File: src/rtl/matmul_pkg.sv
// Shared types and constants for the matmul address generator.
// Pipeline depths here set the mac_en/wr_en delays.
package matmul_pkg;

    typedef enum logic [1:0] {
        IDLE,
        RUN,
        DRAIN,
        FIN
    } state_t;

    localparam int DEF_ADDR_WIDTH = 8;
    localparam int DEF_DIM_WIDTH  = 4;

    localparam int RD_LAT  = 1;
    localparam int MAC_LAT = 1;
    localparam int WR_LAT  = RD_LAT + MAC_LAT;

endpackage

File: src/rtl/matmul_addr_gen_if.sv
// Control, operand-read, MAC-strobe and C-write bundle
// of the matmul address generator.
interface matmul_addr_gen_if
    import matmul_pkg::*;
#(
    parameter int ADDR_WIDTH = DEF_ADDR_WIDTH,
    parameter int DIM_WIDTH  = DEF_DIM_WIDTH
);

    logic                  start;
    logic                  stall;
    logic [DIM_WIDTH-1:0]  dim_m;
    logic [DIM_WIDTH-1:0]  dim_n;
    logic [DIM_WIDTH-1:0]  dim_p;
    logic [ADDR_WIDTH-1:0] base_a;
    logic [ADDR_WIDTH-1:0] base_b;
    logic [ADDR_WIDTH-1:0] base_c;
    logic                  busy;
    logic                  done;
    logic                  rd_en;
    logic [ADDR_WIDTH-1:0] addr_a;
    logic [ADDR_WIDTH-1:0] addr_b;
    logic                  mac_en;
    logic                  mac_first;
    logic                  wr_en;
    logic [ADDR_WIDTH-1:0] addr_c;

    modport master (
        output start, stall,
        output dim_m, dim_n, dim_p,
        output base_a, base_b, base_c,
        input  busy, done,
        input  rd_en, addr_a, addr_b,
        input  mac_en, mac_first,
        input  wr_en, addr_c
    );

    modport slave (
        input  start, stall,
        input  dim_m, dim_n, dim_p,
        input  base_a, base_b, base_c,
        output busy, done,
        output rd_en, addr_a, addr_b,
        output mac_en, mac_first,
        output wr_en, addr_c
    );

endinterface

File: src/rtl/loop_counter.sv
// Wrapping loop index: counts 0..limit-1, flags the last value.
module loop_counter #(
    parameter int DIM_WIDTH = 4
) (
    input  logic                 clk,
    input  logic                 rst_n,
    input  logic                 clr,
    input  logic                 inc,
    input  logic [DIM_WIDTH-1:0] limit,
    output logic [DIM_WIDTH-1:0] value,
    output logic                 last
);

    assign last = (value == limit - DIM_WIDTH'(1));

    always_ff @(posedge clk or negedge rst_n) begin
        if (!rst_n) begin
            value <= '0;
        end else if (clr) begin
            value <= '0;
        end else if (inc) begin
            value <= last ? '0 : value + DIM_WIDTH'(1);
        end
    end

endmodule

File: src/rtl/matmul_addr_gen.sv
// i/j/k loop-nest walker issuing A/B reads, MAC strobes and C writes
// for C = A*B with row-major matrices; addresses built incrementally.
module matmul_addr_gen
    import matmul_pkg::*;
#(
    parameter int ADDR_WIDTH = DEF_ADDR_WIDTH,
    parameter int DIM_WIDTH  = DEF_DIM_WIDTH
) (
    input  logic           clk,
    input  logic           rst_n,
    matmul_addr_gen_if.slave bus
);

    localparam logic [WR_LAT-1:0] WR_TAIL = WR_LAT'(1) << (WR_LAT - 1);

    state_t                state;
    logic [DIM_WIDTH-1:0]  m_q;
    logic [DIM_WIDTH-1:0]  n_q;
    logic [DIM_WIDTH-1:0]  p_q;
    logic [ADDR_WIDTH-1:0] bb_q;
    logic [ADDR_WIDTH-1:0] ra;
    logic [ADDR_WIDTH-1:0] rb;
    logic [ADDR_WIDTH-1:0] rc;
    logic                  rd_q;
    logic                  busy_q;
    logic                  done_q;
    logic [RD_LAT-1:0]     mac_sr;
    logic [RD_LAT-1:0]     first_sr;
    logic [WR_LAT-1:0]     wr_sr;

    logic [DIM_WIDTH-1:0]  k;
    logic [DIM_WIDTH-1:0]  j;
    logic [DIM_WIDTH-1:0]  i;
    logic                  k_last;
    logic                  j_last;
    logic                  i_last;
    logic                  go;
    logic                  step;
    logic                  any_zero;
    logic                  unused_i;

    assign go       = !bus.stall && (state == IDLE) && bus.start;
    assign step     = !bus.stall && (state == RUN);
    assign any_zero = (bus.dim_m == '0) || (bus.dim_n == '0) ||
                      (bus.dim_p == '0);
    assign unused_i = ^i;

    loop_counter #(.DIM_WIDTH(DIM_WIDTH)) u_k (
        .clk   (clk),
        .rst_n (rst_n),
        .clr   (go),
        .inc   (step),
        .limit (n_q),
        .value (k),
        .last  (k_last)
    );

    loop_counter #(.DIM_WIDTH(DIM_WIDTH)) u_j (
        .clk   (clk),
        .rst_n (rst_n),
        .clr   (go),
        .inc   (step && k_last),
        .limit (p_q),
        .value (j),
        .last  (j_last)
    );

    loop_counter #(.DIM_WIDTH(DIM_WIDTH)) u_i (
        .clk   (clk),
        .rst_n (rst_n),
        .clr   (go),
        .inc   (step && k_last && j_last),
        .limit (m_q),
        .value (i),
        .last  (i_last)
    );

    always_ff @(posedge clk or negedge rst_n) begin
        if (!rst_n) begin
            state    <= IDLE;
            m_q      <= '0;
            n_q      <= '0;
            p_q      <= '0;
            bb_q     <= '0;
            ra       <= '0;
            rb       <= '0;
            rc       <= '0;
            rd_q     <= 1'b0;
            busy_q   <= 1'b0;
            done_q   <= 1'b0;
            mac_sr   <= '0;
            first_sr <= '0;
            wr_sr    <= '0;
        end else if (!bus.stall) begin
            // read-side tags travel with the RAM/MAC latency
            mac_sr[0]   <= rd_q;
            first_sr[0] <= rd_q && (k == '0);
            wr_sr[0]    <= rd_q && k_last;
            for (int s = 1; s < RD_LAT; s++) begin
                mac_sr[s]   <= mac_sr[s-1];
                first_sr[s] <= first_sr[s-1];
            end
            for (int s = 1; s < WR_LAT; s++) begin
                wr_sr[s] <= wr_sr[s-1];
            end
            if (wr_sr[WR_LAT-1]) begin
                rc <= rc + ADDR_WIDTH'(1);
            end
            unique case (state)
                IDLE: begin
                    if (bus.start) begin
                        m_q    <= bus.dim_m;
                        n_q    <= bus.dim_n;
                        p_q    <= bus.dim_p;
                        bb_q   <= bus.base_b;
                        ra     <= bus.base_a;
                        rb     <= bus.base_b;
                        rc     <= bus.base_c;
                        busy_q <= 1'b1;
                        if (any_zero) begin
                            state  <= FIN;
                            done_q <= 1'b1;
                        end else begin
                            state <= RUN;
                            rd_q  <= 1'b1;
                        end
                    end
                end
                RUN: begin
                    if (!k_last) begin
                        ra <= ra + ADDR_WIDTH'(1);
                        rb <= rb + ADDR_WIDTH'(p_q);
                    end else if (!j_last) begin
                        // rewind A to the row start, B to next column
                        ra <= ra - ADDR_WIDTH'(n_q) + ADDR_WIDTH'(1);
                        rb <= bb_q + ADDR_WIDTH'(j) + ADDR_WIDTH'(1);
                    end else begin
                        ra <= ra + ADDR_WIDTH'(1);
                        rb <= bb_q;
                        if (i_last) begin
                            state <= DRAIN;
                            rd_q  <= 1'b0;
                        end
                    end
                end
                DRAIN: begin
                    if (wr_sr == WR_TAIL) begin
                        state  <= FIN;
                        done_q <= 1'b1;
                    end
                end
                FIN: begin
                    state  <= IDLE;
                    done_q <= 1'b0;
                    busy_q <= 1'b0;
                end
            endcase
        end
    end

    assign bus.busy      = busy_q;
    assign bus.done      = done_q && !bus.stall;
    assign bus.rd_en     = rd_q && !bus.stall;
    assign bus.addr_a    = ra;
    assign bus.addr_b    = rb;
    assign bus.mac_en    = mac_sr[RD_LAT-1] && !bus.stall;
    assign bus.mac_first = first_sr[RD_LAT-1] && !bus.stall;
    assign bus.wr_en     = wr_sr[WR_LAT-1] && !bus.stall;
    assign bus.addr_c    = rc;

endmodule
File: src/flat_wrapper.sv
// flat-port wrapper written by rule: the top's interface ports become plain ports
module matmul_addr_gen_flat import matmul_pkg::*;
#(
    parameter int ADDR_WIDTH = DEF_ADDR_WIDTH,
    parameter int DIM_WIDTH  = DEF_DIM_WIDTH
)
  (clk, rst_n, bus_start, bus_stall, bus_dim_m, bus_dim_n, bus_dim_p, bus_base_a, bus_base_b, bus_base_c, bus_busy, bus_done, bus_rd_en, bus_addr_a, bus_addr_b, bus_mac_en, bus_mac_first, bus_wr_en, bus_addr_c);
  matmul_addr_gen_if #(.ADDR_WIDTH(ADDR_WIDTH), .DIM_WIDTH(DIM_WIDTH)) bus_i ();
  input  logic clk;
  input  logic rst_n;
  input wire logic [$bits(bus_i.start)-1:0] bus_start;
  input wire logic [$bits(bus_i.stall)-1:0] bus_stall;
  input wire logic [$bits(bus_i.dim_m)-1:0] bus_dim_m;
  input wire logic [$bits(bus_i.dim_n)-1:0] bus_dim_n;
  input wire logic [$bits(bus_i.dim_p)-1:0] bus_dim_p;
  input wire logic [$bits(bus_i.base_a)-1:0] bus_base_a;
  input wire logic [$bits(bus_i.base_b)-1:0] bus_base_b;
  input wire logic [$bits(bus_i.base_c)-1:0] bus_base_c;
  output wire logic [$bits(bus_i.busy)-1:0] bus_busy;
  output wire logic [$bits(bus_i.done)-1:0] bus_done;
  output wire logic [$bits(bus_i.rd_en)-1:0] bus_rd_en;
  output wire logic [$bits(bus_i.addr_a)-1:0] bus_addr_a;
  output wire logic [$bits(bus_i.addr_b)-1:0] bus_addr_b;
  output wire logic [$bits(bus_i.mac_en)-1:0] bus_mac_en;
  output wire logic [$bits(bus_i.mac_first)-1:0] bus_mac_first;
  output wire logic [$bits(bus_i.wr_en)-1:0] bus_wr_en;
  output wire logic [$bits(bus_i.addr_c)-1:0] bus_addr_c;
  assign bus_i.start = bus_start;
  assign bus_i.stall = bus_stall;
  assign bus_i.dim_m = bus_dim_m;
  assign bus_i.dim_n = bus_dim_n;
  assign bus_i.dim_p = bus_dim_p;
  assign bus_i.base_a = bus_base_a;
  assign bus_i.base_b = bus_base_b;
  assign bus_i.base_c = bus_base_c;
  assign bus_busy = bus_i.busy;
  assign bus_done = bus_i.done;
  assign bus_rd_en = bus_i.rd_en;
  assign bus_addr_a = bus_i.addr_a;
  assign bus_addr_b = bus_i.addr_b;
  assign bus_mac_en = bus_i.mac_en;
  assign bus_mac_first = bus_i.mac_first;
  assign bus_wr_en = bus_i.wr_en;
  assign bus_addr_c = bus_i.addr_c;
  matmul_addr_gen #(.ADDR_WIDTH(ADDR_WIDTH), .DIM_WIDTH(DIM_WIDTH)) u_core (.clk(clk), .rst_n(rst_n), .bus(bus_i));
endmodule
File: config.mk
export PLATFORM = sky130hd
export DESIGN_NAME = matmul_addr_gen_flat
export DESIGN_NICKNAME = d
export VERILOG_FILES = /design/src/rtl/matmul_pkg.sv /design/src/rtl/matmul_addr_gen_if.sv /design/src/rtl/loop_counter.sv /design/src/rtl/matmul_addr_gen.sv /design/src/flat_wrapper.sv
export SDC_FILE = /design/constraint.sdc
export NUM_CORES = 1
export LEC_CHECK = 0
export ABC_AREA = 0
export BUFFER_PORTS_ARGS = -buffer_cell sky130_fd_sc_hd__buf_2
export CAP_MARGIN = 0
export CORE_MARGIN = 1.5
export CORE_UTILIZATION = 45
export CTS_CLUSTER_SIZE = 30
export DETAILED_ROUTE_END_ITERATION = 7
export PLACE_DENSITY = 0.66
export SETUP_SLACK_MARGIN = 0.2
export SLEW_MARGIN = 20
export SYNTH_ARGS = -nofsm -noshare
export SYNTH_HDL_FRONTEND = slang
export SYNTH_SLANG_ARGS = --single-unit
File: constraint.sdc
create_clock -name clk -period 4.31 [get_ports clk]
set_clock_uncertainty 0.2 [all_clocks]
set_input_delay 0.862 -clock clk [delete_from_list [all_inputs] [get_ports clk]]
set_output_delay 0.862 -clock clk [all_outputs]
set_load 0.005 [all_outputs]
# Word-level counts from Yosys, hierarchy flattened
# Index checks and enable logic that the tools add are counted.
# word_totals
wordCells	116
out_inout_bits	30
reg_bits	65
# classes
eq_ne	14
add_sub_neg	13
n_bitwise	1
reduce_logical	32
mux	39
# ops
operator	count
8-bit 2-to-1 mux	9
4-bit 2-to-1 mux	9
8-bit by 1-bit adder with 8-bit output (second input constant)	4
8-bit one-hot mux with 2 select lines	2
8-bit by 4-bit adder with 8-bit output	2
4-bit zero test	4
4-bit by 1-bit adder with 4-bit output (second input constant)	3
4-bit equality test	3
1-bit logical AND	12
2-bit 2-to-1 mux	6
4-bit by 1-bit subtractor with 4-bit output (second input constant)	3
2-bit nonzero test	5
1-bit 2-to-1 mux	9
3-bit AND reduction	3
2-bit by 1-bit != test with 1-bit output (second input constant)	4
2-bit one-hot mux with 4 select lines	1
8-bit by 4-bit subtractor with 8-bit output	1
7-bit AND reduction	1
2-bit equality test (second input constant)	3
2-bit != test (second input constant)	3
6-bit AND reduction	1
5-bit AND reduction	1
1-bit one-hot mux with 2 select lines	2
1-bit one-hot mux with 3 select lines	1
other kinds (6)	7

# Longest topological paths before layout
# depth
depth_word	6
ltp_mapped	11

# Modules after synthesis
# From an unflattened synthesis, not the netlist that was laid out.
# unflattened
hier_cells	531
hier_area_um2	4665.7
# by_module_without_submodules
module	cells_per_inst	seq_area_each_um2	n_inst	area_per_inst_um2
matmul_addr_gen	435	1326.3	1	3667.3
loop_counter	32	100.1	3	332.8

# Worst setup path after synthesis
# No wires, ideal clock.
# synth_timing
kind	in2out
startpoint	input bus_stall
endpoint	output bus_done
path_buffers	3
cell_stages	4
t_required_ns	3.248
t_arrival_ns	1.638
setup_slack_ns	1.610
cell_sequence	buf_4 -> clkbuf_1 -> clkbuf_1 -> nor2_1
# synth_via
elab_chain_cells	2
# synth_lines
item	line	source
from (decl)	flat_wrapper.sv:12	input wire logic [$bits(bus_i.stall)-1:0] bus_stall;
1-bit zero test	matmul_addr_gen.sv:162	assign bus.done = done_q && !bus.stall;
1-bit logical AND	matmul_addr_gen.sv:162	
to (decl)	flat_wrapper.sv:20	output wire logic [$bits(bus_i.done)-1:0] bus_done;
# Every way passes these cells.

# Final worst setup path
# layout_timing
startpoint	register u_core.state[0]
endpoint	register u_core.rb[7], in the netlist u_core.bus.addr_b[7]
# layout_via
elab_chain_cells	3
# layout_lines
item	line	source
from (decl)	matmul_addr_gen.sv:16	state_t state;
from (signal assigned)	matmul_addr_gen.sv:80	state <= IDLE;
from (signal assigned)	matmul_addr_gen.sv:121	state <= FIN;
from (signal assigned)	matmul_addr_gen.sv:124	state <= RUN;
2-bit by 1-bit equality test with 1-bit output or 2-bit zero test (tied branches)	matmul_addr_gen.sv:109	unique case (state)
2-bit nonzero test (no line) or 2-bit != test (tied branches)	--	
3-bit AND reduction (no line)	--	
to (signal assigned)	matmul_addr_gen.sv:117	rb <= bus.base_b;
to (signal assigned)	matmul_addr_gen.sv:132	rb <= rb + ADDR_WIDTH'(p_q);
to (signal assigned)	matmul_addr_gen.sv:136	rb <= bb_q + ADDR_WIDTH'(j) + ADDR_WIDTH'(1);
to (decl)	matmul_addr_gen.sv:22	logic [ADDR_WIDTH-1:0] rb;
# Several ways; a longest one is shown, not always the timed one.
# A chain may end at the register's enable or synchronous reset.

==> impl_metrics.yaml <==
outcome:
  status: "finished, final reports clean"
worst_setup_path:
  worst_ep_required_time_ps: 4330
  crit_arrival_ps: 2930
  start_kind: "flop"
  crit_type: "flop to flop"
  crit_path_max_fanout: 20
  cp-end-kind: "flop"
routing:
  wl_per_cell_um: 16.9
  antenna_left: 0
  via_per_inst: 5.70
  drt_iter0_drc: 208
  vias: 3991
  drcViolationCount: 0
  routed_wl_um: 11800
  firstDrtPassIters: 5
die:
  die-height_um: 103
  initial_utilization_pct: 46.0
  pin_count: 70
  dieArea_um2: 10600
  core_area_um2: 9730
  die_x_um: 103
  rows: 36
global_routing:
  grt.busiest_layer: "met2"
  use_met1_pct: 31.7
  grtUsageMet2_pct: 38.9
  grt_pass1_wl_um: 19300
  track_usage_pct: 23.6
  grt_max_degree: 34
  grt_pass1_vias: 3934
  overflow: 0
  grt_use_met3_pct: 5.83
  antenna_found_initial: 0
final_layout:
  syn2layout_area_growth_pct: 14.2
  regArea_um2: 1630
  n_fill_cell: 920
  diodes: 0
  multi_input_area_um2: 2610
  finalNonFillerCells: 700
  nNetsFinal: 638
  drive_gt1_share_pct: 19.4
  final_cell_area_um2: 5120
clocking:
  cts.sinks: 65
  insertion_delay_ps: 350
  clock_path_buffers: 2
  cts_tree: "yes"
  cts_resized: 0
  holdBufCountCts: 0
  cts_setup_buffers: 0
  htreeDepth: 3
  clkSlewWorstSetupHoldPaths_ps: 80
  root_buffer: "clkbuf_8"
  cts_buffers: 9
sta:
  setup_viol: 0
  slew_violations: 0
  hold_viol: 0
  rsz0062_at_grt: "false"
  finalCritPeriodShare_pct: 67.5
  tns_ps: 0
  maxSlewHeadroom_pct: 42.8
  period_minus_slack_ps: 2910
  timing.fmax_mhz: 344
  worst_pin_slew_ps: 859
pwr:
  p_seq_share_pct: 30.5
  p_leak_nw: 2.30
  intPower_mw: 2.11
  vdd_drop_max_mv: 0.334
  p_per_area_nw_per_um2: 753
  comb_power_share_pct: 55.8
  clkPwrFrac_pct: 13.7
  totalPowerFinal_mw: 3.85
  switching_share_pct: 45.4
  p_sw_mw: 1.75
yosys:
  post_synth_num_cell_types: 60
  ys.flop_type: "dfrtp_1"
  synthSimpleGateAreaFrac_pct: 17.0
  async_flop_share_pct: 100
  synth-seq-area-share_pct: 36.3
  synth_xor_area_share_pct: 7.29
  muxShareOfSynthArea_pct: 4.13
  yosys_register_bits: 65
  synth_warnings: 0
  synth_edf_count: 0
  synth.cell_area_um2: 4480
  yosys.area_share.adder_pct: 10.6
  avgSynthCellArea_um2: 8.96
  synth_compound_area_share_pct: 19.3
  syn-num-nets: 576
  synthCells: 500
  synth_top_family_by_area: "compound AO/OA/AOI/OAI gates"
worst_hold_path:
  hold_path_class: "flop to flop"
placement:
  portBuffers: 69
  placed_cells_incl_taps: 684
  dpl_cell_area_um2: 4920
  post-dp-hpwl_um: 8530
  gp_congestion: 0.886
flow_run:
  cap_violations: 0
[logic make-up after synthesis]
group           count (synthesis)
compound gates                140
flops                          65
buf+inv                        56
mux                            17
fa+ha+maj                      36
xor+xnor                       34
simple gates                  152
[routing by layer]
metal	vias to the layer above	part of all wire, %
li1	1917	-
met1	1912	45
met2	150	47
met3	12	6.6
met4	0	1.0
met5	-	0
[Yosys cell counts (8+ instances only)]
| cell type | count | share of area (%) |
|---|---|---|
| inv_1 | 33 | 2.8 |
| nor2_1 | 30 | 2.5 |
| and3_1 | 8 | 1.1 |
| nand3_1 | 12 | 1.3 |
| dfrtp_1 | 65 | 36 |
| ha_1 | 33 | 9.2 |
| o21ai_0 | 41 | 4.6 |
| clkbuf_1 | 16 | 1.3 |
| xor2_1 | 10 | 2.0 |
| nand2_1 | 45 | 3.8 |
| a21oi_1 | 37 | 4.1 |
| a211oi_1 | 8 | 1.3 |
| mux2_2 | 12 | 3.0 |
| nand4_1 | 8 | 1.1 |
| nor3_1 | 13 | 1.5 |
| xnor2_1 | 22 | 4.3 |
[layout by cell type, fill, tap and decap left out, types with 8 or more instances in the layout]
| cell | instances |
|---|---|
| buf_2 | 69 |
| dfrtp_1 | 65 |
| nand2_1 | 45 |
| o21ai_0 | 41 |
| a21oi_1 | 37 |
| inv_1 | 33 |
| ha_1 | 33 |
| nor2_1 | 30 |
| xnor2_1 | 22 |
| nor3_1 | 13 |
| mux2_2 | 12 |
| nand3_1 | 12 |
| xor2_1 | 10 |
| clkbuf_8 | 10 |
| nand4_1 | 8 |
| and3_1 | 8 |
| a211oi_1 | 8 |
[final cells by class]
type	instances	area share, %
Clock buffer	10	2.69
Clock inverter	6	1.12
Inverter	33	2.42
Multi-Input combinational cell	379	51.0
Sequential cell	65	31.8
Tap cell	133	3.25
Timing Repair Buffer	74	7.73
[path summary, 6_finish.rpt]
check / end / slack (ps) / start / cells past startpoint
hold / removal: u_core.mac_sr / 280 / u_core.mac_sr / 1
setup reg to reg: u_core.bus.addr_b[7] / 1400 / u_core.state[0] / 8
min in group asynchronous: u_core.bus.addr_b[1] / 410 / rst_n / 1
hold reg to reg: u_core.mac_sr / 280 / u_core.mac_sr / 1
setup / recovery: u_core.bus.addr_b[7] / 1400 / u_core.state[0] / 8
max in group asynchronous: u_core.m_q[1] / 2810 / rst_n / 2
[sequential cells by signal, indices dropped and copies added, names as in the netlist]
register and flops:
u_core.mac_sr 1, u_core.bus.addr_c 8, u_core.first_sr 1, u_core.wr_sr 2, u_core.bus.addr_b 8, u_core.u_j.value 4, u_core.m_q 4, u_core.u_i.value 4
u_core.bus.busy 1, u_core.u_k.value 4, u_core.done_q 1, u_core.rd_q 1, u_core.state 2, u_core.n_q 4, u_core.p_q 4, u_core.bus.addr_a 8
u_core.bb_q 8
[power groups by stage]
stage                     clock (mW)  combinational (mW)  sequential, mW
after floorplan                    0                1.64            1.11
after global placement             0                2.07            1.17
after detailed placement           0                2.14            1.18
after CTS                      0.543                2.15            1.17
after global routing           0.568                2.43            1.21
final                          0.527                2.15            1.18
[per-stage QoR]
step	utilization (%)	setup slack [ps]	hold slack [ps]
final	52.6	1400	277
after global routing	52.6	1170	323
after floorplan	-	1610	239
after global placement	50.6	1260	255
after detailed placement	50.6	1230	261
after CTS	52.6	1450	279
[critical path, stage by stage, from the launching register on]
cell and delay (ps):
dfrtp_1 380, inv_1 90, ha_1 270, nand2_1 510, a21o_1 580, nor2_1 70
mux2_2 270, a222oi_1 280, o31ai_1 130
No activity file was read; power rests on OpenSTA's default activity.
